[src/rtl/pipe_ctrl_pkg.sv]
// Shared types for the pipeline stall/bubble sequencer.
// Holds the FSM state type, the stage indices and the per-register control bundle.
package pipe_ctrl_pkg;

    typedef enum logic {
        RUN     = 1'b0,
        DISCARD = 1'b1
    } pc_state_t;

    localparam int IF_ID  = 0;
    localparam int ID_EX  = 1;
    localparam int EX_MEM = 2;
    localparam int MEM_WB = 3;

    typedef struct packed {
        logic stall;
        logic bubble;
    } stage_ctrl_t;

endpackage

[src/rtl/sat_counter.sv]
// Saturating up-counter with synchronous active-low reset.
// Ports: clk, rst_n, inc (count enable), count (current value, sticks at all-ones).
module sat_counter #(
    parameter int WIDTH = 32
) (
    input  logic             clk,
    input  logic             rst_n,
    input  logic             inc,
    output logic [WIDTH-1:0] count
);

    logic [WIDTH-1:0] count_q;
    logic [WIDTH-1:0] count_d;

    always_comb begin
        count_d = count_q;
        if (inc && (count_q != '1)) begin
            count_d = count_q + WIDTH'(1);
        end
    end

    always_ff @(posedge clk) begin
        if (!rst_n) begin
            count_q <= '0;
        end else begin
            count_q <= count_d;
        end
    end

    assign count = count_q;

endmodule

[src/rtl/pipeline_control.sv]
// Stall/bubble sequencer for the five-stage pipeline, with stale-fetch discard tracking.
// Ports: memory handshakes, hazard and branch flags in; pc_load, per-register stall/bubble and perf counters out.
module pipeline_control
    import pipe_ctrl_pkg::*;
#(
    parameter int CNT_WIDTH = 32
) (
    input  logic                 clk,
    input  logic                 rst_n,
    input  logic                 imem_req,
    input  logic                 imem_resp,
    input  logic                 dmem_req,
    input  logic                 dmem_resp,
    input  logic                 ex_busy,
    input  logic                 load_use,
    input  logic                 branch_taken,
    output logic                 pc_load,
    output logic                 stall_if_id,
    output logic                 stall_id_ex,
    output logic                 stall_ex_mem,
    output logic                 stall_mem_wb,
    output logic                 bubble_if_id,
    output logic                 bubble_id_ex,
    output logic                 bubble_ex_mem,
    output logic                 bubble_mem_wb,
    output logic [CNT_WIDTH-1:0] stall_cycles,
    output logic [CNT_WIDTH-1:0] flush_count
);

    pc_state_t         state_q;
    pc_state_t         state_d;
    stage_ctrl_t [3:0] ctrl;
    logic              dmem_wait;
    logic              imem_wait;
    logic              stall_inc;
    logic              flush_inc;

    assign dmem_wait = dmem_req & ~dmem_resp;
    assign imem_wait = imem_req & ~imem_resp;

    always_comb begin
        state_d   = state_q;
        pc_load   = 1'b1;
        ctrl      = '0;
        flush_inc = 1'b0;

        if (!rst_n) begin
            pc_load = 1'b0;
            for (int i = 0; i < 4; i++) begin
                ctrl[i].bubble = 1'b1;
            end
            state_d = RUN;
        end else if (state_q == RUN) begin
            if (dmem_wait) begin
                pc_load              = 1'b0;
                ctrl[IF_ID].stall    = 1'b1;
                ctrl[ID_EX].stall    = 1'b1;
                ctrl[EX_MEM].stall   = 1'b1;
                ctrl[MEM_WB].bubble  = 1'b1;
            end else if (branch_taken) begin
                ctrl[IF_ID].bubble   = 1'b1;
                ctrl[ID_EX].bubble   = 1'b1;
                ctrl[EX_MEM].bubble  = 1'b1;
                flush_inc            = 1'b1;
                // A response landing now is killed by the if_id bubble;
                // only a still-pending fetch needs tracking.
                if (imem_wait) begin
                    state_d = DISCARD;
                end
            end else if (ex_busy) begin
                pc_load              = 1'b0;
                ctrl[IF_ID].stall    = 1'b1;
                ctrl[ID_EX].stall    = 1'b1;
                ctrl[EX_MEM].bubble  = 1'b1;
            end else if (load_use) begin
                pc_load              = 1'b0;
                ctrl[IF_ID].stall    = 1'b1;
                ctrl[ID_EX].bubble   = 1'b1;
            end else if (imem_wait) begin
                pc_load              = 1'b0;
                ctrl[IF_ID].bubble   = 1'b1;
            end
        end else begin
            // if_id only ever holds NOPs here, so it is bubbled rather
            // than stalled; downstream hazards act on later stages only.
            pc_load            = 1'b0;
            ctrl[IF_ID].bubble = 1'b1;
            if (dmem_wait) begin
                ctrl[ID_EX].stall    = 1'b1;
                ctrl[EX_MEM].stall   = 1'b1;
                ctrl[MEM_WB].bubble  = 1'b1;
            end else if (branch_taken) begin
                pc_load              = 1'b1;
                ctrl[ID_EX].bubble   = 1'b1;
                ctrl[EX_MEM].bubble  = 1'b1;
                flush_inc            = 1'b1;
            end else if (ex_busy) begin
                ctrl[ID_EX].stall    = 1'b1;
                ctrl[EX_MEM].bubble  = 1'b1;
            end else if (load_use) begin
                ctrl[ID_EX].bubble   = 1'b1;
            end
            if (imem_resp) begin
                state_d = RUN;
            end
        end
    end

    assign stall_inc = rst_n & ~pc_load;

    always_ff @(posedge clk) begin
        if (!rst_n) begin
            state_q <= RUN;
        end else begin
            state_q <= state_d;
        end
    end

    assign stall_if_id   = ctrl[IF_ID].stall;
    assign stall_id_ex   = ctrl[ID_EX].stall;
    assign stall_ex_mem  = ctrl[EX_MEM].stall;
    assign stall_mem_wb  = ctrl[MEM_WB].stall;
    assign bubble_if_id  = ctrl[IF_ID].bubble;
    assign bubble_id_ex  = ctrl[ID_EX].bubble;
    assign bubble_ex_mem = ctrl[EX_MEM].bubble;
    assign bubble_mem_wb = ctrl[MEM_WB].bubble;

    sat_counter #(.WIDTH(CNT_WIDTH)) u_stall_cnt (
        .clk   (clk),
        .rst_n (rst_n),
        .inc   (stall_inc),
        .count (stall_cycles)
    );

    sat_counter #(.WIDTH(CNT_WIDTH)) u_flush_cnt (
        .clk   (clk),
        .rst_n (rst_n),
        .inc   (flush_inc),
        .count (flush_count)
    );

endmodule

[config.mk]
export PLATFORM = sky130hd
export DESIGN_NAME = pipeline_control
export DESIGN_NICKNAME = d
export VERILOG_FILES = /design/src/rtl/pipe_ctrl_pkg.sv /design/src/rtl/sat_counter.sv /design/src/rtl/pipeline_control.sv
export SDC_FILE = /design/constraint.sdc
export NUM_CORES = 1
export LEC_CHECK = 0
export ABC_AREA = 1
export CAP_MARGIN = 0
export CORE_ASPECT_RATIO = 1.1
export CORE_UTILIZATION = 40
export CTS_BUF_LIST = sky130_fd_sc_hd__clkbuf_8 sky130_fd_sc_hd__clkbuf_16
export DETAILED_ROUTE_END_ITERATION = 8
export PLACE_DENSITY = 0.7
export SLEW_MARGIN = 15
export SYNTH_ARGS = -nofsm -noshare
export SYNTH_HDL_FRONTEND = slang
export SYNTH_SLANG_ARGS = --single-unit
[constraint.sdc]
create_clock -name clk -period 1.95 [get_ports clk]
set_clock_uncertainty 0.1 [all_clocks]
set_input_delay 0.195 -clock clk [delete_from_list [all_inputs] [get_ports clk]]
set_output_delay 0.195 -clock clk [all_outputs]
set_load 0.02 [all_outputs]
[Word-level counts from Yosys, hierarchy flattened]
Index checks and enable logic that the tools add are counted.
Cells by class
  equality and inequality tests: 2
  add/sub/neg operators: 2
  muxes and demuxes: 46
  bitwise logic cells: 6
  reductions and logical operators: 2
Operators by type and width (count)
  adder 32 x 1 -> 32 bit, second input constant: 2
  != test 32 bit, second input constant: 2
  two-way mux 1 bit: 43
  two-way mux 2 bit: 3
  bitwise AND 1 bit: 3
  NOT 1 bit: 3
  logical AND 1 bit: 2
Word-level totals
  output and inout port bits: 73
  input bits: 9
  word-level logic and storage cells: 61
  bits in registers: 65

[Depth between registers and ports, before layout]
Gate-level depths: netlist of the first run.
  depth in word-level cells: 12
  mapped depth: 11
  depth with buffers taken out: 10

[Cells and area by module]
A second synthesis of the first run with hierarchy kept.
Second synthesis, totals
  cell total of the unflattened synthesis: 673
  area total of the unflattened synthesis: 4068.9 µm²
Modules (own cells, without submodules)
  sat_counter (u_stall_cnt): times used 1, area each 1948.1 µm², cells each 312, seq. area each 640.6 µm²
  sat_counter (u_flush_cnt): times used 1, area each 1911.8 µm², cells each 324, seq. area each 640.6 µm²
  pipeline_control: times used 1, area each 209.0 µm², cells each 37, seq. area each 20.0 µm²

[Worst setup path after synthesis of the first run]
OpenSTA, ideal clock, no wires.
  path kind: register -> register
  start: reg u_flush_cnt.count_q[0] (netlist: u_flush_cnt.count[0])
  end: reg u_flush_cnt.count_q[21] (netlist: u_flush_cnt.count[21])
  data required time: 1.708 ns
  data arrival time: 1.702 ns
  period minus slack after synthesis: 1.944 ns
  slack: 0.006 ns
  library setup time: 0.142 ns
  stages on the path, launching flop included: 12
  buffers on the path: 1
  cell sequence: dfxtp_1 > ha_1 > inv_1 > nor2_4 > nand2_4 > nor2_8 > nand2_4 > nand2_4 > inv_2 > buf_2 > nand2_1 > a21oi_2
Between the ends
  cells in the longest elaborated chain, start to end: 2
  elaborated cells on any way between the ends: 3
  those cells by class: 1 x add/sub; 1 x eq/ne; 1 x reduce/logical
Ends and longest elaborated chain
  from (decl): line sat_counter.sv:12  | logic [WIDTH-1:0] count_q;
  from (signal assigned): line sat_counter.sv:26  | count_q <= count_d;
  branches (longest 2 deep; another with adder 32 x 1 -> 32 bit)
Several ways; the timed one is not identified.
A chain may end at the register's enable or synchronous reset.

[Worst setup path in the final report of the first run]
  start: in dmem_resp
  end: out bubble_ex_mem
Between the ends
  cells in the longest elaborated chain, start to end: 4
Ends and longest elaborated chain
  from (decl): line pipeline_control.sv:13  | input logic dmem_resp,
  NOT 1 bit: line pipeline_control.sv:38  | assign dmem_wait = dmem_req & ~dmem_resp;
  bitwise AND 1 bit: line pipeline_control.sv:38
  two-way mux 1 bit: line pipeline_control.sv:54, pipeline_control.sv:88
  two-way mux 1 bit: line pipeline_control.sv:47  | if (!rst_n) begin
  to (decl): line pipeline_control.sv:24  | output logic bubble_ex_mem,
No other way between the ends.

==> results of run 1 <==
-- cell families after synthesis --
logic type,Yosys count,synth area share
and+or+nand+nor,499,0.468
buffers and inverters,83,0.0867
AOI/OAI and AO/OA,65,0.0909
DFF,65,0.296
xor gates and xnor gates,26,0.0519
adders and majority gates,2,0.00570
other,1,0.000854
-- final cells by class --
cell class                 count  area, um^2
fill                        1057        4430
multi-input combinational    593        2730
timing repair buffer         149        1360
sequential                    65        1310
clock buffer                  10         239
inverter                      63         236
tap                          143         179
clock inverter                 6        66.3
-- worst min-delay path by stage --
| stage | start | to |
|---|---|---|
| 3_3_place_gp | u_stall_cnt.count[30] | u_stall_cnt.count[30] |
| 3_5_place_dp | u_stall_cnt.count[11] | u_stall_cnt.count[11] |
| 2_1_floorplan | rst_n | u_stall_cnt.count[0] |
| 4_1_cts | u_stall_cnt.count[11] | u_stall_cnt.count[11] |
| 5_1_grt | u_stall_cnt.count[12] | u_stall_cnt.count[12] |
| 6_report | u_stall_cnt.count[10] | u_stall_cnt.count[10] |
-- power by group through the flow --
stage	Clock [mW]	Sequential, mW	Combinational (mW)
2_1_floorplan	0	1.40	0.145
5_1_grt	1.75	1.35	0.325
3_3_place_gp	0	1.37	0.303
6_report	1.67	1.35	0.302
4_1_cts	1.69	1.35	0.304
3_5_place_dp	0	1.38	0.308
-- registers in the layout (all words and copies together) (netlist names) --
register	count
u_stall_cnt.count	32
state_q	1
u_flush_cnt.count	32
-- layer usage --
layer	track usage	share of wire	wire length, um	up-vias
met1	0.279	0.42	5470	2341
met4	0.122	0.033	438	0
met3	0.0276	0.050	651	30
li1	-	-	-	2579
met5	0	0	0	-
met2	0.435	0.50	6590	153
-- synthesized netlist by cell type --
master	instances	area (um^2)
nor2_4	5	56.3
buf_8	2	30.0
a21oi_1	36	180
nor2_8	1	20.0
nand2_1	304	1140
buf_2	6	30.0
nor3_1	2	10.0
a211oi_1	1	7.51
xnor2_1	10	87.6
nand2_4	3	33.8
inv_1	59	221
buf_12	1	20.0
nand2_2	5	31.3
nand3_1	47	235
clkbuf_1	5	18.8
buf_6	2	22.5
nor4_1	1	6.26
o21ai_0	8	40.0
a22o_1	1	8.76
ha_1	2	25.0
dfxtp_1	65	1300
nand4_1	7	43.8
nor2_2	2	12.5
a21oi_2	18	158
nor2_1	121	454
o21ai_1	1	5.00
nand3b_1	1	7.51
buf_4	2	15.0
buf_1	2	7.51
inv_2	4	15.0
conb_1	1	3.75
xor2_1	16	140
-- per-stage QoR --
stage / TNS [ns] / power (mW) / hold slack [ns] / utilization
4_1_cts: -0.0186 / 3.34 / 0.423 / 0.578
3_3_place_gp: -3.57 / 1.68 / 0.400 / 0.549
2_1_floorplan: 0 / 1.54 / 0.237 / -
5_1_grt: 0 / 3.42 / 0.418 / 0.580
3_5_place_dp: -5.54 / 1.68 / 0.415 / 0.549
6_report: 0 / 3.32 / 0.397 / 0.580
-- timing repair --
action / 4_1_cts / 5_1_grt
pin swaps: 0 / 3
gates resized for setup: 10 / 16
setup endpoints to repair: 6 / 47
setup buffers: 0 / 2
-- critical path, delay by kind of cell --
| family | cells | cell delay (ns) |
|---|---|---|
| buffers and inverters | 3 | 1.23 |
| AND/OR/NAND/NOR | 1 | 0.05 |
| AO/OA/AOI/OAI | 1 | 0.13 |
==> metrics.yaml, run 1 <==
layout-drive-gt1-share: 0.155
rsz0062_at_grt: "no"
max_freq_mhz: 527
crit_arrival_ns: 1.60
dr_total_vias: 5103
pre_cts_ws_ns: -0.339
reg2reg_depth: 11
wl_um: 13100
io_pins: 82
start_util: 0.416
clock_path_buffers: 2
vias_per_cell: 4.96
start_kind: "input pin"
antenna_left: 0
grt_overflow: 0
crit_type: "input pin to output port"
synth.avg_cell_area_um2: 5.92
cp_common_cell: "clkdlybuf4s50_1"
timing.final.ws_setup_ns: 0.0531
clk_pin_slew_ns: 0.06
final_cell_mix: "nand2_1 (304), nor2_1 (118), clkdlybuf4s50_1 (74)"
syn-num-nets: 752
synth_cells: 741
std_cell_rows: 39
cts_sinks: 65
numCtsBuffers: 9
layout_commonest_cell: "nand2_1"
ys_types: 32
n_antenna_cell: 0
maxCapViolations: 0
dp_hpwl_um: 10100
p_leak_nw: 2.28
insertion_delay_ns: 0.34
max_stage_delay_ns: 0.63
first_iter_violations: 239
antenna_found_initial: 0
rrSetupSlack_ns: 0.10
setup_viol: 0
ys_warn_count: 0
synth_area_um2: 4390
r2r_end: "u_flush_cnt.count[26]"
p_int_mw: 2.49
nNetsFinal: 892
drt_first_pass_iters: 5
switchingPower_mw: 0.825
seq_area_frac_synth: 0.296
endpoint_kind: "output port"
htreeDepth: 3
die_h_um: 112
grt_pass1_vias: 4876
startpoint: "dmem_resp"
numPortBuffers: 80
crit_chain: "clkdlybuf4s50_1, nor2_2, buf_4, o21ai_0, clkdlybuf4s50_1"
p_sw_frac: 0.249
worstPathRequired_ns: 1.65
placed_cells: 1011
cts_root_buf: "clkbuf_16"
vdd_ir_drop_max_mv: 0.327
status: "finished, final reports clean"
fin_cells: 1029
drv_slew: 0
fp.dieW_um: 102
r2r-start: "u_flush_cnt.count[0]"
crit_path_end: "bubble_ex_mem"
hold_viol: 0
period_minus_slack_ns: 1.90
syn2layout_area_growth_pct: 39.3
combPwrFrac: 0.091
grt_max_degree: 30
cp_slowest_cell: "clkdlybuf4s50_1"
stdcell_area_um2: 6110
cts_tree: "yes"
ys_seq_elements: 65
core_um2: 10500
grt_first_pass_wirelength_um: 21900
period_share: 0.973
power.share.clock: 0.503
power.density_nw_per_um2: 543
avgRoutedWirePerCell_um: 12.8
whs_path_depth: 2
cts_hold_buf: 0
gp_congestion: 0.913
drc_errors: 0
hold_path.class: "register to register"
post_dp_cell_area_um2: 5790
groute.usage.overall: 0.242
seq_power_share: 0.406
path_max_fanout: 2
dieArea_um2: 11400
Power figures use the tool's default switching activity.
==> inputs of run 2 (changes only) <==
--- a/config.mk
+++ b/config.mk
@@ -8,9 +8,11 @@
 export ABC_AREA = 1
 export CAP_MARGIN = 0
 export CORE_ASPECT_RATIO = 1.1
+export CORE_MARGIN = 2
 export CORE_UTILIZATION = 40
 export CTS_BUF_LIST = sky130_fd_sc_hd__clkbuf_8 sky130_fd_sc_hd__clkbuf_16
 export DETAILED_ROUTE_END_ITERATION = 8
+export GPL_ROUTABILITY_DRIVEN = 1
 export PLACE_DENSITY = 0.7
 export SLEW_MARGIN = 15
 export SYNTH_ARGS = -nofsm -noshare
==> run 2 against run 1 <==
Routed wire length is 0.30% lower. Largest cell class unchanged. Total power increased by 1.6%. Clock power up 3%. Count of clock-buffer cells in the layout is 2 higher. Worst hold slack improved by 0.0043 ns. Combinational power is essentially flat. Largest power group unchanged. Maximum frequency up 1.3%. Die area up 3.8%. Critical endpoint is now bubble_id_ex. Design area fell by 0.31%.
==> metrics.yaml, run 2 (synthesis gave the netlist of run 1 again) <==
gp_congestion: 0.901
path_max_fanout: 3
cts_hold_buf: 0
p_int_mw: 2.56
placed_cells: 1009
worstHoldEndpoint: "u_stall_cnt.count[8]"
whs_path_depth: 2
max_freq_mhz: 534
hold_start: "u_stall_cnt.count[8]"
hold_path.class: "register to register"
cts_tree: "yes"
power.density_nw_per_um2: 553
r2r-start: "u_flush_cnt.count[0]"
vias_per_cell: 4.82
tns_ns: 0
grt_pass1_vias: 4681
seq_area_um2: 1310
io_pins: 82
max_slew_margin: 0.616
core_um2: 10800
clk_pin_slew_ns: 0.06
final_cell_mix: "nand2_1 (304), nor2_1 (118), clkdlybuf4s50_1 (72)"
power.share.clock: 0.511
grt_first_pass_wirelength_um: 21300
dr_wl_met2_um: 6610
nNetsFinal: 886
syn2layout_area_growth_pct: 38.9
maxCapViolations: 0
drv_slew: 0
max_slew.worst_pin.slew_ns: 0.576
drt_first_pass_iters: 5
worstPathRequired_ns: 1.65
wl_met1_um: 5400
groute.usage.overall: 0.223
dp_hpwl_um: 9690
crit_type: "input pin to output port"
seq_power_share: 0.399
combPwrFrac: 0.090
start_util: 0.406
n_antenna_cell: 0
wl_um: 13100
status: "finished, final reports clean"
numCtsBuffers: 9
rsz0062_at_grt: "no"
dieArea_um2: 11800
antenna_found_initial: 0
first_iter_violations: 165
fp.dieW_um: 104
insertion_delay_ns: 0.34
grt_overflow: 0
clock_path_buffers: 2
avgRoutedWirePerCell_um: 12.8
r2r_end: "u_flush_cnt.count[21]"
cts_sinks: 65
final_util: 0.564
period_minus_slack_ns: 1.87
endpoint_kind: "output port"
grt_max_degree: 43
p_leak_nw: 2.25
layout_commonest_cell: "nand2_1"
htreeDepth: 3
highest_layer: "met4"
reg2reg_depth: 11
p_sw_frac: 0.242
antenna_left: 0
hold_viol: 0
dr_total_vias: 4950
die_h_um: 114
fill_cells: 1121
drc_errors: 0
crit_arrival_ns: 1.58
rrSetupSlack_ns: 0.15
vdd_ir_drop_max_mv: 0.469
cts_root_buf: "clkbuf_16"
std_cell_rows: 40
multi_input_area_um2: 2730
wl_met3_um: 641
start_kind: "input pin"
period_share: 0.960
layout-drive-gt1-share: 0.145
switchingPower_mw: 0.816
fin_cells: 1027
numPortBuffers: 80
setup_viol: 0
[run 2: power by group through the flow]
stage | Sequential [mW] | Combinational [mW] | Clock, mW
floorplan | 1.40 | 0.145 | 0
global placement | 1.37 | 0.297 | 0
detailed placement | 1.38 | 0.298 | 0
CTS | 1.35 | 0.291 | 1.75
global route | 1.35 | 0.326 | 1.80
finish | 1.35 | 0.302 | 1.72
[run 2: worst max path at each step]
stage,cells after the start,startpoint,to,slack (ns)
final,9,dmem_req,bubble_id_ex,0.08
after global placement,8,dmem_req,stall_id_ex,-0.28
after floorplan,11,u_flush_cnt.count[0],u_flush_cnt.count[21],0.006
after CTS,9,dmem_req,bubble_id_ex,0.02
after global routing,9,u_flush_cnt.count[0],u_flush_cnt.count[18],0.006
after detailed placement,8,dmem_req,stall_id_ex,-0.26
[run 2: timing repair]
| item | in CTS | in global routing |
|---|---|---|
| resized for setup | 8 | 13 |
| gates cloned | 0 | 1 |
| buffers inserted | 0 | 1 |
| endpoints found under the setup margin | 8 | 50 |
| pin swaps | 0 | 2 |
[run 2: layout make-up]
class | instances | share of cell area
clock buffers | 12 | 0.0437
inverters | 63 | 0.0388
clock inverters | 4 | 0.00821
multi-input cells | 593 | 0.447
well taps | 147 | 0.0302
flip-flops and latches | 65 | 0.215
repair buffers | 143 | 0.217
[run 2: worst max-delay path, stage by stage]
cell,delay [ns]
clkdlybuf4s50_1,0.45
inv_1,0.04
nor2_2,0.12
inv_2,0.06
nand2_2,0.06
inv_1,0.05
a211oi_1,0.21
nor2_1,0.06
dlygate4sd2_1,0.32
[run 2: per-layer routing]
| layer | track usage | vias to the layer above |
|---|---|---|
| met1 | 0.248 | 2214 |
| met4 | 0.128 | 0 |
| met3 | 0.0257 | 27 |
| met5 | 0 | - |
| li1 | - | 2571 |
| met2 | 0.414 | 138 |
[run 2: per-stage QoR]
| step | hold WS [ns] | cell area (um^2) | total power, mW | setup WS [ns] |
|---|---|---|---|---|
| final | 0.401 | 6100 | 3.37 | 0.0783 |
| after detailed placement | 0.413 | 5730 | 1.67 | -0.264 |
| after global placement | 0.409 | 5730 | 1.67 | -0.280 |
| after floorplan | 0.237 | 4390 | 1.54 | 0.00647 |
| after CTS | 0.422 | 6030 | 3.38 | 0.0194 |
| after global routing | 0.422 | 6100 | 3.48 | 0.00647 |
